## src/rtl/shift_seq.sv

```systemverilog
// Multi-cycle shift/rotate engine: applies one single-bit shift or rotate per
// clock for a captured number of steps, with a start/busy/done handshake.
module shift_seq #(
    parameter int WIDTH = 8,
    parameter int CNT_W = 3
) (
    input  logic             clk,
    input  logic             rst,
    input  logic             start,
    input  logic [WIDTH-1:0] A,
    input  logic             s3,
    input  logic             s2,
    input  logic [CNT_W-1:0] amount,
    output logic             busy,
    output logic             done,
    output logic [WIDTH-1:0] result,
    output logic             cout
);

    typedef enum logic [1:0] {
        IDLE  = 2'd0,
        SHIFT = 2'd1,
        DONE  = 2'd2
    } state_t;

    localparam logic [1:0] OP_ROR = 2'b00;
    localparam logic [1:0] OP_SHR = 2'b01;
    localparam logic [1:0] OP_ROL = 2'b10;
    localparam logic [1:0] OP_SHL = 2'b11;

    state_t           state_q, state_d;
    logic [WIDTH-1:0] work_q, work_d;
    logic [CNT_W-1:0] cnt_q, cnt_d;
    logic [1:0]       op_q, op_d;
    logic             cout_q, cout_d;

    // One step of the latched operation, plus the bit it pushes out of the word.
    logic [WIDTH-1:0] stepWord;
    logic             stepOut;

    always_comb begin
        stepWord = work_q;
        stepOut  = 1'b0;
        case (op_q)
            OP_ROR: begin
                stepWord = {work_q[0], work_q[WIDTH-1:1]};
                stepOut  = work_q[0];
            end
            OP_SHR: begin
                stepWord = {1'b0, work_q[WIDTH-1:1]};
                stepOut  = work_q[0];
            end
            OP_ROL: begin
                stepWord = {work_q[WIDTH-2:0], work_q[WIDTH-1]};
                stepOut  = work_q[WIDTH-1];
            end
            OP_SHL: begin
                stepWord = {work_q[WIDTH-2:0], 1'b0};
                stepOut  = work_q[WIDTH-1];
            end
            default: begin
                stepWord = work_q;
                stepOut  = 1'b0;
            end
        endcase
    end

    always_comb begin
        state_d = state_q;
        work_d  = work_q;
        cnt_d   = cnt_q;
        op_d    = op_q;
        cout_d  = cout_q;
        case (state_q)
            IDLE: begin
                if (start) begin
                    work_d  = A;
                    cnt_d   = amount;
                    op_d    = {s3, s2};
                    cout_d  = 1'b0;
                    state_d = (amount == '0) ? DONE : SHIFT;
                end
            end
            SHIFT: begin
                work_d = stepWord;
                cout_d = stepOut;
                cnt_d  = cnt_q - CNT_W'(1);
                if (cnt_q == CNT_W'(1)) begin
                    state_d = DONE;
                end
            end
            DONE: begin
                state_d = IDLE;
            end
            default: begin
                state_d = IDLE;
            end
        endcase
    end

    // Synchronous reset wins over start and clears any captured operation.
    always_ff @(posedge clk) begin
        if (rst) begin
            state_q <= IDLE;
            work_q  <= '0;
            cnt_q   <= '0;
            op_q    <= '0;
            cout_q  <= 1'b0;
        end else begin
            state_q <= state_d;
            work_q  <= work_d;
            cnt_q   <= cnt_d;
            op_q    <= op_d;
            cout_q  <= cout_d;
        end
    end

    assign busy   = (state_q == SHIFT);
    assign done   = (state_q == DONE);
    assign result = work_q;
    assign cout   = cout_q;

endmodule

```

## config.mk

```make
export PLATFORM = sky130hd
export DESIGN_NAME = shift_seq
export DESIGN_NICKNAME = d
export VERILOG_FILES = /design/src/rtl/shift_seq.sv
export SDC_FILE = /design/constraint.sdc
export NUM_CORES = 1
export LEC_CHECK = 0
export CAP_MARGIN = 15
export CORE_MARGIN = 5
export CORE_UTILIZATION = 47
export DETAILED_ROUTE_END_ITERATION = 10
export HOLD_SLACK_MARGIN = 0.15
export PLACE_DENSITY = 0.75
export SLEW_MARGIN = 20
export SYNTH_ARGS = -nofsm -noshare
export SYNTH_HDL_FRONTEND = slang
export SYNTH_SLANG_ARGS = --single-unit
```

## constraint.sdc

```tcl
create_clock -name clk -period 1.4 [get_ports clk]
set_input_delay 0.14 -clock clk [delete_from_list [all_inputs] [get_ports clk]]
set_output_delay 0.14 -clock clk [all_outputs]
set_load 0.03 [all_outputs]
```

* Word-level counts from Yosys, hierarchy flattened
Index checks and enable logic that the tools add are counted.
Widths: inputs -> output; s select.
** Word-level totals
- Output and inout port bits :: 11
- Register bits :: 16
- Bits of input ports :: 16
** Cells by class
- Reductions and logical operators :: 9
- Mux-type cells :: 12
- Eq/ne operators :: 8
- Add/subtract/negate cells :: 1
** Operator list (count)
- $pmux 8 s4 :: 1
- $pmux 8 s2 :: 1
- $mux 8 :: 1
- $eq 2x2->1 const B :: 3
- $mux 2 :: 3
- $pmux 3 s2 :: 1
- $reduce_and 2->1 :: 3
- $eq 2x1->1 const B :: 2
- $logic_not 2->1 :: 2
- $pmux 1 s2 :: 2
- $pmux 2 s2 :: 1
- $reduce_or 2->1 :: 2
- $eq 3x1->1 const B :: 1
- $logic_not 3->1 :: 1
- $mux 3 :: 1
- $sub 3x1->3 const B :: 1
- $ne 2x1->1 const B :: 1
- $ne 2x2->1 const B :: 1
- $reduce_bool 2->1 :: 1
- $mux 1 :: 1

* Depth between registers and ports, before layout
Gate-level depths: netlist (run 1).
- Depth in word-level cells :: 4
- Depth in mapped cells :: 5
- Gate-level depth less buffers :: 5

* Worst setup path before layout (run 1)
No wires, ideal clock.
- Path type :: register to register
- Start point :: register op_q[1]
- End point :: register work_q[1] (netlist: result[1])
- Path slack :: 0.176 ns
- Stages on the path, launching flop included :: 5
- Period minus slack after synthesis :: 1.224 ns
- Path buffers :: 1
- Arrival time :: 1.091 ns
- Cell sequence :: dfxtp_1 buf_6 mux2_4 a221oi_2 nor3_2
** Between the ends
- Cells in the longest elaborated chain, start to end :: 3
- Elaborated cells on any way between the ends :: 6
- Classes of those cells :: 3 x eq/ne; 2 x mux; 1 x reduce/logical
** RTL lines
- from (decl) :: line 34 : logic [1:0] op_q, op_d;
- from (signal assigned) :: line 113 : op_q <= op_d;
- $eq 2x2->1, or another cell as far along :: line 44 : case (op_q)
- $pmux 8 s4 * :: line 44
- $pmux 8 s2 * :: line 74 : case (state_q)
- to (signal assigned) :: line 111 : work_q <= work_d;
- to (decl) :: line 32 : logic [WIDTH-1:0] work_q, work_d;
Every way passes the cells marked *; elsewhere a longest branch is shown, timed or not.
A chain may end at the register's enable or synchronous reset.

* Worst setup path after layout (run 1)
- Start point :: register state_q[0]
- End point :: output busy
** Between the ends
- Cells in the longest elaborated chain, start to end :: 1
** RTL lines
- from (decl) :: line 31 : state_t state_q, state_d;
- from (signal assigned) :: line 110 : state_q <= state_d;
- $eq 2x1->1 :: line 118 : assign busy = (state_q == SHIFT);
- to (decl) :: line 14 : output logic busy,
Every way passes these cells.

==> run_results.csv, run 1 <==
group,metric,value,unit
floorplan,chipHeight,56.24,µm
place,gp_congestion,0.7231,
timing,slew_viol_final,0,
final_layout,drive_above_1_share,0.3259,
timing,final.setup.tns,0,ps
synth,syn-num-nets,118,
detailed_routing,via_per_inst,5.185,
final_layout,fin_nets,154,
final_layout,fin_cells,162,
power,pwr-share-clk,0.217,
clock_tree,htree_levels,1,
place,placed_cells,157,
place,port_buffers,26,
detailed_routing,firstDrtPassIters,5,
timing,hold_viol_final,0,
timing,relSlewSlack,0.7974,
power,power_frac_seq,0.392,
min_path,holdPathStages,3,
floorplan,die_x,56.24,µm
clock_tree,cts_tree,"done",
floorplan,rows,16,
timing,worst_hold_slack,462.8,ps
synth,async_flop_share,0,
clock_tree,clock_sinks,16,
place,hpwl,1908,µm
power,total_power,1.432,mW
synth,synth.distinct_cells,35,
clock_tree,cts_buffers,3,
grt,grt-ovfl-total,0,
floorplan,die_area,3162,µm²
synth,synth_cells,100,
synth,ys_seq_area_frac,0.3188,
grt,grt_pass1_wl,4160,µm
timing,setup_violations,0,
final_layout,area_growth,37.11,%
timing,period_needed,1267,ps
floorplan,pin_count,27,
critical_path,rr_endpoint,"result[2]",
critical_path,critPathArrivalTime,1130,ps
power,swShare,0.3412,
detailed_routing,postRouteAntennaNets,0,
critical_path,cp-start-kind,"flip-flop",
timing,worst_pin_slew,302.6,ps
critical_path,worst-path-max-fanout,5,
power,powerDensity,1039,nW/µm²
grt,grt_pass1_vias,855,
timing,layout_worst_path_cycle_share,0.9047,
min_path,min_path_type,"in -> reg",
timing,max_freq,789.5,MHz
final_layout,layout_commonest_cell,"clkdlybuf4s50_1",
detailed_routing,drc,0,
critical_path,rr_startpoint,"op_q[1]",
place,placed_area,1328,µm²
critical_path,crit_path_end_kind,"output pin",
clock_tree,clkTransAtPathRegs,100,ps
power,peakVddDrop,0.7988,mV
floorplan,coreArea,2002,µm²
detailed_routing,wl_per_cell,15.04,µm
power,p_int,0.9431,mW
grt,antenna_found_initial,0,
synth,syn_area,1005,µm²
clock_tree,clk_latency,290,ps
power,leakage,0.5868,nW
job,maxCapViolCount,0,
final_layout,n_antenna_cell,0,
detailed_routing,drt_iter0_markers,9,
critical_path,ff2ff_setup_slack,160,ps
final_layout,n_fill_cell,160,
detailed_routing,num_vias,840,
synth,yosys_warnings,0,
floorplan,start_util,0.5019,
synth,synth-main-ff-cell,"dfxtp_1",
synth,synth_edf_count,0,
outcome,status,"finished clean",
timing,finClkSkew,5.292,ps
min_path,hp-start,"s2",
timing,rsz0062_at_grt,"false",
clock_tree,cts_buffer_depth,2,
final_layout,fin_area,1378,µm²
power,p_sw,0.4885,mW
grt,grt_usage,0.1669,
synth,avgSynthCellArea,10.05,µm²
detailed_routing,routed_wl,2436,µm
critical_path,reg2regPathDepth,3,
power,power_frac_comb,0.390,
critical_path,crit_type,"reg -> out",
final_layout,final_cell_mix,"15 x clkdlybuf4s50_1, 14 x dfxtp_1, 12 x nor2_1",
synth,ys_ff_latch,16,
grt,grt_start_max_net_pins,12,
critical_path,worstPathRequired,1260,ps
min_path,hold_path_end,"op_q[0]",
clock_tree,cts-root-buf,"clkbuf_4",
-- cells by family after synthesis --
logic type      synth area share
simple gates              0.2428
mux                       0.1171
fa+ha+maj                0.02490
flops                     0.3188
buf+inv                  0.08343
compound gates            0.2130
-- timing repair --
action / in CTS / in global routing
resized for setup: 14 / 1
hold buffers: 0 / 0
setup buffers: 0 / 1
endpoints found under the setup margin: 14 / 2
-- power by group through the flow --
stage                     Combinational, mW  Sequential, mW  Clock (mW)
after floorplan                       0.322           0.616           0
after global placement                0.554           0.567           0
after detailed placement              0.568           0.572           0
after CTS                             0.557           0.562       0.322
after global routing                  0.604           0.570       0.347
final                                 0.559           0.562       0.311
-- state kept, by name, summed over array words and instances (netlist names) --
signal,cells
cnt_q,3
state_q,2
cout,1
result,8
op_q,2
-- area by class of cell --
class / count / area, µm² / share of cell area
multi-input cells: 71 / 605.6 / 0.4396
flip-flops and latches: 16 / 325.3 / 0.2361
repair buffers: 38 / 354.1 / 0.2570
clock buffers: 4 / 36.28 / 0.02634
well taps: 27 / 33.78 / 0.02452
inverters: 6 / 22.52 / 0.01635
-- stage by stage --
stage / setup WS, ps / utilization
3_5_place_dp: -53.77 / 0.6631
3_3_place_gp: -16.36 / 0.6631
2_1_floorplan: 175.8 / -
6_report: 133.5 / 0.6881
5_1_grt: 53.88 / 0.6881
4_1_cts: 22.52 / 0.6831
-- routing by layer --
metal,GRT usage,share of wire
met5,0,0
met4,0.06780,0.013
met2,0.2671,0.48
met1,0.2151,0.47
met3,0.03712,0.038
-- synthesized netlist by cell type (2+ instances only) --
cell,n,area share
dfxtp_1,16,0.32
nor2_1,12,0.045
a21oi_1,6,0.030
a221oi_2,5,0.075
inv_1,5,0.019
mux2_4,5,0.075
nand2_1,5,0.019
nor3_2,5,0.050
buf_6,4,0.045
nand2b_1,3,0.019
nor3_1,3,0.015
ha_1,2,0.025
mux2_1,2,0.022
mux2i_1,2,0.020
nand3_1,2,0.010
nand3b_1,2,0.015
o311a_1,2,0.020
o32ai_2,2,0.032
-- critical path, cell delays in order, from the launching register on --
cell and delay [ps]:
dfxtp_1 340, nor2b_4 220, buf_6 150, buf_6 130
-- worst max-delay path by stage --
stage | start | to | slack, ps
after CTS | state_q[0] | busy | 20
after global routing | state_q[1] | done | 50
after global placement | op_q[1] | result[2] | -20
final | state_q[0] | busy | 130
after detailed placement | start | op_q[1] | -50
after floorplan | op_q[1] | result[1] | 180
No activity file was read; power rests on OpenSTA's default activity.
==> run 2, diff against run 1 <==
--- a/config.mk
+++ b/config.mk
@@ -11,6 +11,7 @@
 export DETAILED_ROUTE_END_ITERATION = 10
 export HOLD_SLACK_MARGIN = 0.15
 export PLACE_DENSITY = 0.75
+export SETUP_SLACK_MARGIN = 0.15
 export SLEW_MARGIN = 20
 export SYNTH_ARGS = -nofsm -noshare
 export SYNTH_HDL_FRONTEND = slang
==> run_results.csv, run 2 (synthesis results as in run 1) <==
group,metric,value,unit
min_path,hold_path_end,"op_q[0]",
final_layout,fin_nets,159,
critical_path,crit_path_end_kind,"flip-flop",
grt,grt_pass1_vias,856,
floorplan,chipHeight,56.24,µm
critical_path,cp-start-kind,"flip-flop",
timing,worst_hold_slack,465.2,ps
detailed_routing,wl_per_cell,16.07,µm
place,placed_area,1328,µm²
critical_path,rr_startpoint,"op_q[1]",
clock_tree,clkTransAtPathRegs,100,ps
clock_tree,cts-root-buf,"clkbuf_4",
final_layout,n_fill_cell,147,
floorplan,start_util,0.5019,
critical_path,critical_path.startpoint,"op_q[1]",
critical_path,reg2regPathDepth,4,
critical_path,crit_type,"reg -> reg",
clock_tree,htree_levels,1,
detailed_routing,drt_iter0_markers,23,
min_path,holdPathStages,3,
detailed_routing,routed_wl,2684,µm
timing,fin_ws,148.0,ps
critical_path,cp.buffers_inverters,1,
clock_tree,cts_buffers,3,
power,peakVddDrop,0.7812,mV
grt,grt_pass1_wl,4160,µm
floorplan,die_area,3162,µm²
min_path,min_path_type,"in -> reg",
critical_path,rr_endpoint,"result[1]",
min_path,hp-start,"s2",
final_layout,n_antenna_cell,0,
timing,layout_worst_path_cycle_share,0.8943,
timing,slew_viol_final,0,
floorplan,pin_count,27,
final_layout,layout_commonest_cell,"clkdlybuf4s50_1",
clock_tree,clock_sinks,16,
critical_path,ff2ff_setup_slack,150,ps
final_layout,drive_above_1_share,0.4286,
detailed_routing,postRouteAntennaNets,0,
timing,period_needed,1252,ps
final_layout,final_cell_mix,"15 x clkdlybuf4s50_1, 13 x dfxtp_1, 12 x nor2_1",
clock_tree,hold_buffers,0,
final_layout,fin_area,1456,µm²
critical_path,critPathArrivalTime,1430,ps
floorplan,rows,16,
critical_path,worst_path_dominant_cell_family,"flip-flops",
critical_path,worst-path-max-fanout,4,
timing,relSlewSlack,0.7956,
timing,hold_viol_final,0,
final_layout,final_util,0.7275,
outcome,status,"finished clean",
critical_path,crit_slowest_cell,"dfxtp_4",
detailed_routing,drc,0,
place,port_buffers,26,
final_layout,area_growth,44.96,%
detailed_routing,via_per_inst,5.365,
final_layout,largest_reg_flops,8,
timing,finClkSkew,5.129,ps
timing,worst_pin_slew,305.2,ps
floorplan,coreArea,2002,µm²
power,powerDensity,1024,nW/µm²
timing,max_freq,798.7,MHz
grt,antenna_found_initial,0,
detailed_routing,num_vias,896,
grt,grt_usage,0.1669,
place,hpwl,1908,µm
power,leakage,0.6039,nW
critical_path,worstPathRequired,1580,ps
job,maxCapViolCount,0,
detailed_routing,firstDrtPassIters,4,
floorplan,die_x,56.24,µm
clock_tree,clk_latency,280,ps
grt,grt-ovfl-total,0,
timing,setup_violations,0,
clock_tree,cts_tree,"done",
timing,final.setup.tns,0,ps
timing,rsz0062_at_grt,"true",
place,pre_cts_ws,-53.77,ps
grt,grt_start_max_net_pins,12,
clock_tree,cts_buffer_depth,2,
critical_path,path_cells,"buf_6, mux2_4, a221oi_2, nor3_2",
place,gp_congestion,0.7231,
critical_path,slowest_delay,380,ps
## run 2: routing by layer
metal	GRT usage	up-vias	wire [µm]
met2	0.2671	24	1342
met3	0.03712	2	83
met4	0.06780	0	28
li1	-	442	-
met1	0.2151	428	1229
met5	0	-	0
## run 2: stage by stage
stage                     std cells  total power, mW
after floorplan                 100           0.9380
after global placement          157            1.121
after detailed placement        157            1.140
after CTS                       161            1.443
after global routing            167            1.581
final                           167            1.492
## run 2: area by class of cell
cell class | instances | area [µm²] | area share
flip-flops and latches | 16 | 329.1 | 0.2259
multi-input cells | 71 | 640.6 | 0.4399
well taps | 27 | 33.78 | 0.02320
clock buffers | 4 | 36.28 | 0.02491
inverters | 6 | 22.52 | 0.01546
repair buffers | 43 | 394.1 | 0.2706
## run 2: how the worst max path moves through the flow
stage           endpoint  slack, ps  cells past startpoint
3_3_place_gp   result[2]        -20                      3
3_5_place_dp     op_q[1]        -50                      4
4_1_cts             busy         20                      3
2_1_floorplan  result[1]        180                      4
5_1_grt             busy        110                      3
6_report       result[1]        150                      4
## run 2: what timing repair did
item / in CTS / in global routing
resized for setup: 21 / 23
pin swaps: 0 / 3
setup endpoints to repair: 20 / 12
buffers inserted: 0 / 6
## run 2: where the power goes
part	leakage (nW)	switching (mW)	internal (mW)
sequential	0.134	0.0518	0.507
combinational	0.449	0.313	0.312
clock	0.0210	0.150	0.158
total	0.604	0.514	0.977
## run 2: tightest hold or removal path: cells and delay by family
kind	cells	cell delay [ps]
buf+inv	1	400
mux	1	130
simple gates	1	50
==> edit 1, RTL diff (config.mk and constraints of run 2) <==
Add an input register stage for `start`, `A`, `s3`, `s2` and `amount`, without a reset; this delays them by one clock.
--- a/src/rtl/shift_seq.sv
+++ b/src/rtl/shift_seq.sv
@@ -27,6 +27,20 @@
     localparam logic [1:0] OP_SHR = 2'b01;
     localparam logic [1:0] OP_ROL = 2'b10;
     localparam logic [1:0] OP_SHL = 2'b11;
+
+    logic start_q;
+    logic [WIDTH-1:0] A_q;
+    logic s3_q;
+    logic s2_q;
+    logic [CNT_W-1:0] amount_q;
+
+    always_ff @(posedge clk) begin
+        start_q  <= start;
+        A_q      <= A;
+        s3_q     <= s3;
+        s2_q     <= s2;
+        amount_q <= amount;
+    end
 
     state_t           state_q, state_d;
     logic [WIDTH-1:0] work_q, work_d;
@@ -73,12 +87,12 @@
         cout_d  = cout_q;
         case (state_q)
             IDLE: begin
-                if (start) begin
-                    work_d  = A;
-                    cnt_d   = amount;
-                    op_d    = {s3, s2};
+                if (start_q) begin
+                    work_d  = A_q;
+                    cnt_d   = amount_q;
+                    op_d    = {s3_q, s2_q};
                     cout_d  = 1'b0;
-                    state_d = (amount == '0) ? DONE : SHIFT;
+                    state_d = (amount_q == '0) ? DONE : SHIFT;
                 end
             end
             SHIFT: begin
Function: changed (Yosys sat finds a counterexample within 4 cycles, from zero or initial values and one cycle with rst high).
==> edit 1 against run 2 <==
- wire length rose by 7.6%
- power rose by 44%
- cell count rose by 8.4%
- synthesized area rose by 15%
- worst setup slack got worse by 0.062 ns
- sequential cell count rose by 14
- via count rose by 12%
- final area rose by 13%
- sequential share of layout area rose by 14 points
- highest routed layer unchanged
==> edit 1: results (changes against run 2) <==
Routing
  • 1st-iter DRT viols: 43 (+87%)
  • Routed WL: 2.89 mm (+7.6%)
  • Met2 Routed Length: 1.46 mm (+8.7%)
  • Met3 WL post-DR: 203 um (+140%)
  • M1 WL: 1.15 mm (-6.4%)
  • Via density per instance: 5.55 (+3.4%)

Timing
  • Slew headroom: 80.2% (+0.63 points)
  • Worst Skew: 0.00917 ns (+0.00404 ns)

Synth
  • Post-synthesis net count: 128 (+8.5%)
  • Synth area leaders: dfxtp_1 52%, mux2_2 4.9%, mux2_4 3.9%
  • Synth Area in Adders: 2.17% (-0.32 points)
  • Mux contribution to synthesized area: 8.79% (-2.9 points)
  • Sequential fraction of the synthesis area: 52.1% (+20 points)
  • Post-synthesis compound-gate area fraction: 17.8% (-3.5 points)
  • Synth cell types: 36 (+2.9%)
  • Post-synth top cells: 30 x dfxtp_1, 10 x nor2_1, 7 x nor3_1

Power and ir drop
  • Peak VDD IR: 910 uV (+16%)
  • Switching power: 694 uW (+35%)
  • Pleak: 0.659 nW (+9.2%)

Critical path
  • Max FO, Critical Path: 4 (unchanged)
  • Worst endpoint data arrival time: 1.54 ns (+0.11 ns)
  • Crit path max-delay cell type: dfxtp_2

Global route
  • Vias in the first global route: 997 (+16%)
  • Largest net degree at the start of global routing: 19 (+7)
  • Tot GR Track Use: 18.3% (+1.6 points)
  • First-pass GRT wire length: 4.67 mm (+12%)

Final layout
  • Layout cells sized above 1: 34.4% (-8.4 points)
  • # nets final: 169 (+6.3%)
  • Ant diodes: 0 (unchanged)

Clocking
  • Clk_lat worst skew: 0.34 ns (+0.06 ns)
  • Root buffer cell: clkbuf_4
  • Depth of the CTS H-tree: 2 (+1)
  • CTS buffer count: 5 (+2)
  • Clock Path Buffers: 2 (unchanged)

Run status
  • Status: finished, final reports clean

Placement
  • Gpl congestion: 0.837 (+16%)
  • Post-DP HPWL: 1.96 mm (+2.9%)
-- edit 1: changes by cell type after synthesis, moves of 4 or more --
cell,delta
a221oi_1,+4
a221oi_2,-4
dfxtp_1,+14
mux2_2,+5
nor3_1,+4
nor3_2,-5
o21ai_0,+4
-- edit 1: per-stage QoR --
stage                     cells  hold WS [ns]  worst slack [ns]  cell area, sq um  utilization (%)
after floorplan             110         0.168             0.154              1150                -
after global placement      169         0.424             0.142              1480             61.3
after detailed placement    169         0.429            0.0208              1480             61.3
after CTS                   180         0.230            0.0665              1620             67.2
after global routing        181         0.218            0.0811              1640             68.2
final                       181         0.237            0.0856              1640             68.2
-- edit 1: cell families (layout without fill, tap and decap cells) --
family / count (synthesis) / count (layout)
compound gates: 27 / 27
fa+ha+maj: 2 / 2
buf+inv: 11 / 52
flops: 30 / 30
mux: 8 / 8
simple gates: 32 / 32
-- edit 1: final timing paths --
| path | end | cells past startpoint | start | slack (ns) |
|---|---|---|---|---|
| worst min register to register | op_q[1] | 2 | s3_q | 0.43 |
| worst min-delay path | A_q[1] | 1 | A[1] | 0.24 |
| worst max-delay path | result[3] | 4 | op_q[1] | 0.09 |
| worst max register to register | result[3] | 4 | op_q[1] | 0.09 |
-- edit 1: repair_timing --
action	CTS	global route
endpoints found under the setup margin	19	14
gates resized for setup	38	11
pin swaps	2	4
hold endpoints to repair	0	0
buffers inserted	4	1
-- edit 1: routing by layer --
layer / vias up / global-route usage [%]
li1: 482 / -
met1: 472 / 19.4
met2: 37 / 31.8
met3: 13 / 7.19
met4: 0 / 7.91
met5: - / 0
-- edit 1: final cells by class --
type                    instances  area (sq um)
well taps                      30          37.5
flip-flops and latches         30           609
clock inverters                 2          10.0
multi-input cells              69           544
inverters                       5          22.5
clock buffers                   5          37.5
repair buffers                 40           383
fillers                       196           766
-- edit 1: power by group through the flow --
stage	combinational (mW)	clock [mW]	sequential (mW)
after global routing	0.695	0.524	1.03
final	0.653	0.471	1.02
after CTS	0.620	0.485	1.01
after global placement	0.549	0	1.03
after detailed placement	0.563	0	1.03
after floorplan	0.292	0	1.08
-- edit 1: critical path, delay by kind of cell, from the launching register on --
family / cells / cell delay [ns]
flops: 1 / 0.38
compound gates: 1 / 0.31
mux: 1 / 0.30
simple gates: 1 / 0.08
buf+inv: 1 / 0.13
==> edit 2, RTL diff (flow settings as in run 2) <==
Made on the original files. Change the parameter `CNT_W` from 3 to 6.
--- a/src/rtl/shift_seq.sv
+++ b/src/rtl/shift_seq.sv
@@ -2,7 +2,7 @@
 // clock for a captured number of steps, with a start/busy/done handshake.
 module shift_seq #(
     parameter int WIDTH = 8,
-    parameter int CNT_W = 3
+    parameter int CNT_W = 6
 ) (
     input  logic             clk,
     input  logic             rst,
Interface: changed (resized amount); port bits go from 27 to 30. No check against the original RTL was run, so the function may have changed too.
==> edit 2 against run 2 <==
- synthesized area is 5.9% higher
- hold slack worse by 0.017 ns
- maximum frequency decreased by 3.5%
- count of clock-buffer cells in the layout fell by 1
- sequential cell count increased by 3
- power up 6.4%
- highest routed layer unchanged
- wire length increased by 31%
- largest cell class unchanged
- utilization increased by 3.4 points
- final area up 15%
- non-clock buffer count rose by 12
- worst setup slack got worse by 0.046 ns
- critical path depth rose by 1
- cell count is 20% higher
==> edit 2: results (changes against run 2) <==
Final layout
  • Non-filler cells, final: 201 (+20%)
  • Max FFs per register: 8 (unchanged)
  • # fillers: 157 (+6.8%)
  • Layout cells sized above 1: 39.3% (-3.6 points)
  • Ant diodes: 0 (unchanged)

Power and ir drop
  • Peak VDD IR: 733 uV (-6.2%)
  • Switch share: 35.7% (+1.2 points)
  • Pleak: 0.701 nW (+16%)

Hold path
  • Hold_sp: s2
  • Worst Hold Class: in2reg

Clocking
  • Clk_lat worst skew: 0.30 ns (+0.02 ns)
  • CTS tree: built
  • Clock transition at path regs: 0.11 ns
  • Depth of the CTS H-tree: 1 (unchanged)
  • Root buffer cell: clkbuf_4
  • CTS buffer count: 3 (unchanged)
  • Clock Path Buffers: 2 (unchanged)

Placement
  • Post-DP HPWL: 2.45 mm (+28%)
  • Post-DP Area: 1480 sq um (+11%)
  • Pre-CTS WS: -0.0570 ns (-0.00325 ns)
  • Gpl congestion: 0.884 (+22%)
  • IO Port Bufs: 29 (+12%)
  • # placed instances: 188 (+20%)

Synth
  • Post-synthesis net count: 141 (+19%)
  • Ys flop type: dfxtp_1
  • Sequential fraction of the synthesis area: 35.8% (+3.9 points)
  • Post-synth top cells: 19 x dfxtp_1, 11 x nor2_1, 8 x a211oi_1, 8 x a21oi_1, 8 x inv_1
  • Synth cell types: 39 (+11%)
  • Synth Warn #: 0 (unchanged)
  • Asr flop ratio synth: 0% (unchanged)
  • Synth Instances: 120 (+20%)
  • Synth area leaders: dfxtp_1 36%, mux2i_1 6.6%, a211oi_1 5.6%

Routing
  • WL per Instance: 17.5 um (+8.9%)
  • 1st-iter DRT viols: 35 (+52%)
  • Via density per instance: 5.90 (+9.9%)
  • First-pass iteration count of the detailed router: 4 (unchanged)

Timing
  • Worst Skew: 0.00489 ns (-0.000243 ns)
  • Slew headroom: 76.9% (-2.7 points)
  • Peak Freq: 0.770 GHz (-3.5%)

Global route
  • Vias in the first global route: 1148 (+34%)
  • Initial antenna violation count: 0 (unchanged)
  • First-pass GRT wire length: 5.45 mm (+31%)
  • Tot GR Track Use: 20.7% (+4.0 points)
  • Largest net degree at the start of global routing: 12 (unchanged)

Critical path
  • Largest stage delay, worst path: 0.42 ns (+0.04 ns)
  • Max FO, Critical Path: 3 (-1)
  • Crit path max-delay cell type: or4bb_1
  • Kind of start point of the critical path: flip-flop
  • Reg2reg start: cnt_q[0]
  • Worst endpoint data arrival time: 1.49 ns (+0.06 ns)
  • Reg-to-reg slack, setup: 0.10 ns (-0.05 ns)

Run status
  • Status: finished, final reports clean
-- edit 2: layout make-up --
class                      count  area (sq um)  area share, %
sequential                    19           395           23.7
inverter                       9          41.3           2.48
clock inverter                 1          5.00          0.300
multi-input combinational     86           701           42.0
tap                           28          35.0           2.10
timing repair buffer          55           468           28.1
clock buffer                   3          22.5           1.35
-- edit 2: kinds of logic (layout without fill, tap and decap cells) --
group	Yosys count	after routing	share of synthesized area [%]
xor gates and xnor gates	1	1	0.824
AOI/OAI and AO/OA	39	39	26.4
muxes	11	11	10.8
and+or+nand+nor	33	33	17.3
buffers and inverters	15	68	6.59
DFF	19	19	35.8
adders and majority gates	2	2	2.35
-- edit 2: final timing paths --
check | cells after the start | to
worst min register to register | 2 | cnt_q[4]
worst min-delay path | 3 | op_q[0]
worst max-delay path | 5 | cnt_q[4]
worst max register to register | 5 | cnt_q[4]
-- edit 2: through the flow --
| step | power [mW] | hold slack [ns] |
|---|---|---|
| after floorplan | 0.969 | 0.255 |
| after global placement | 1.19 | 0.479 |
| after detailed placement | 1.21 | 0.485 |
| after CTS | 1.52 | 0.458 |
| after global routing | 1.68 | 0.454 |
| final | 1.59 | 0.448 |
-- edit 2: power by group through the flow --
stage	logic [mW]	clock network [mW]	registers (mW)
2_1_floorplan	0.259	0	0.710
3_3_place_gp	0.523	0	0.669
3_5_place_dp	0.533	0	0.674
4_1_cts	0.578	0.283	0.662
5_1_grt	0.682	0.319	0.679
6_report	0.632	0.284	0.671
-- edit 2: worst max-delay path, delay by kind of cell (launching register included) --
family	cells	cell delay (ns)
AO/OA/AOI/OAI	2	0.22
buffers and inverters	1	0.06
adder cells (fa/ha/maj)	1	0.12
flip-flops	1	0.37
AND/OR/NAND/NOR	1	0.42
-- edit 2: layer usage --
metal  share of wire [%]  global-route usage (%)  wire length [um]  up-vias
met5                   0                       0                 0        -
met4                0.68                    4.64                24        0
met3                 7.9                    3.17               277        4
met2                  51                    36.5              1800       61
met1                  40                    26.3              1410      566
li1                    -                       -                 -      554
-- edit 2: what timing repair did --
item,CTS,global route
endpoints found under the hold margin,0,0
hold buffers,0,0
resized for setup,32,22
pin swaps,3,2
endpoints found under the setup margin,20,25
buffers inserted,5,4
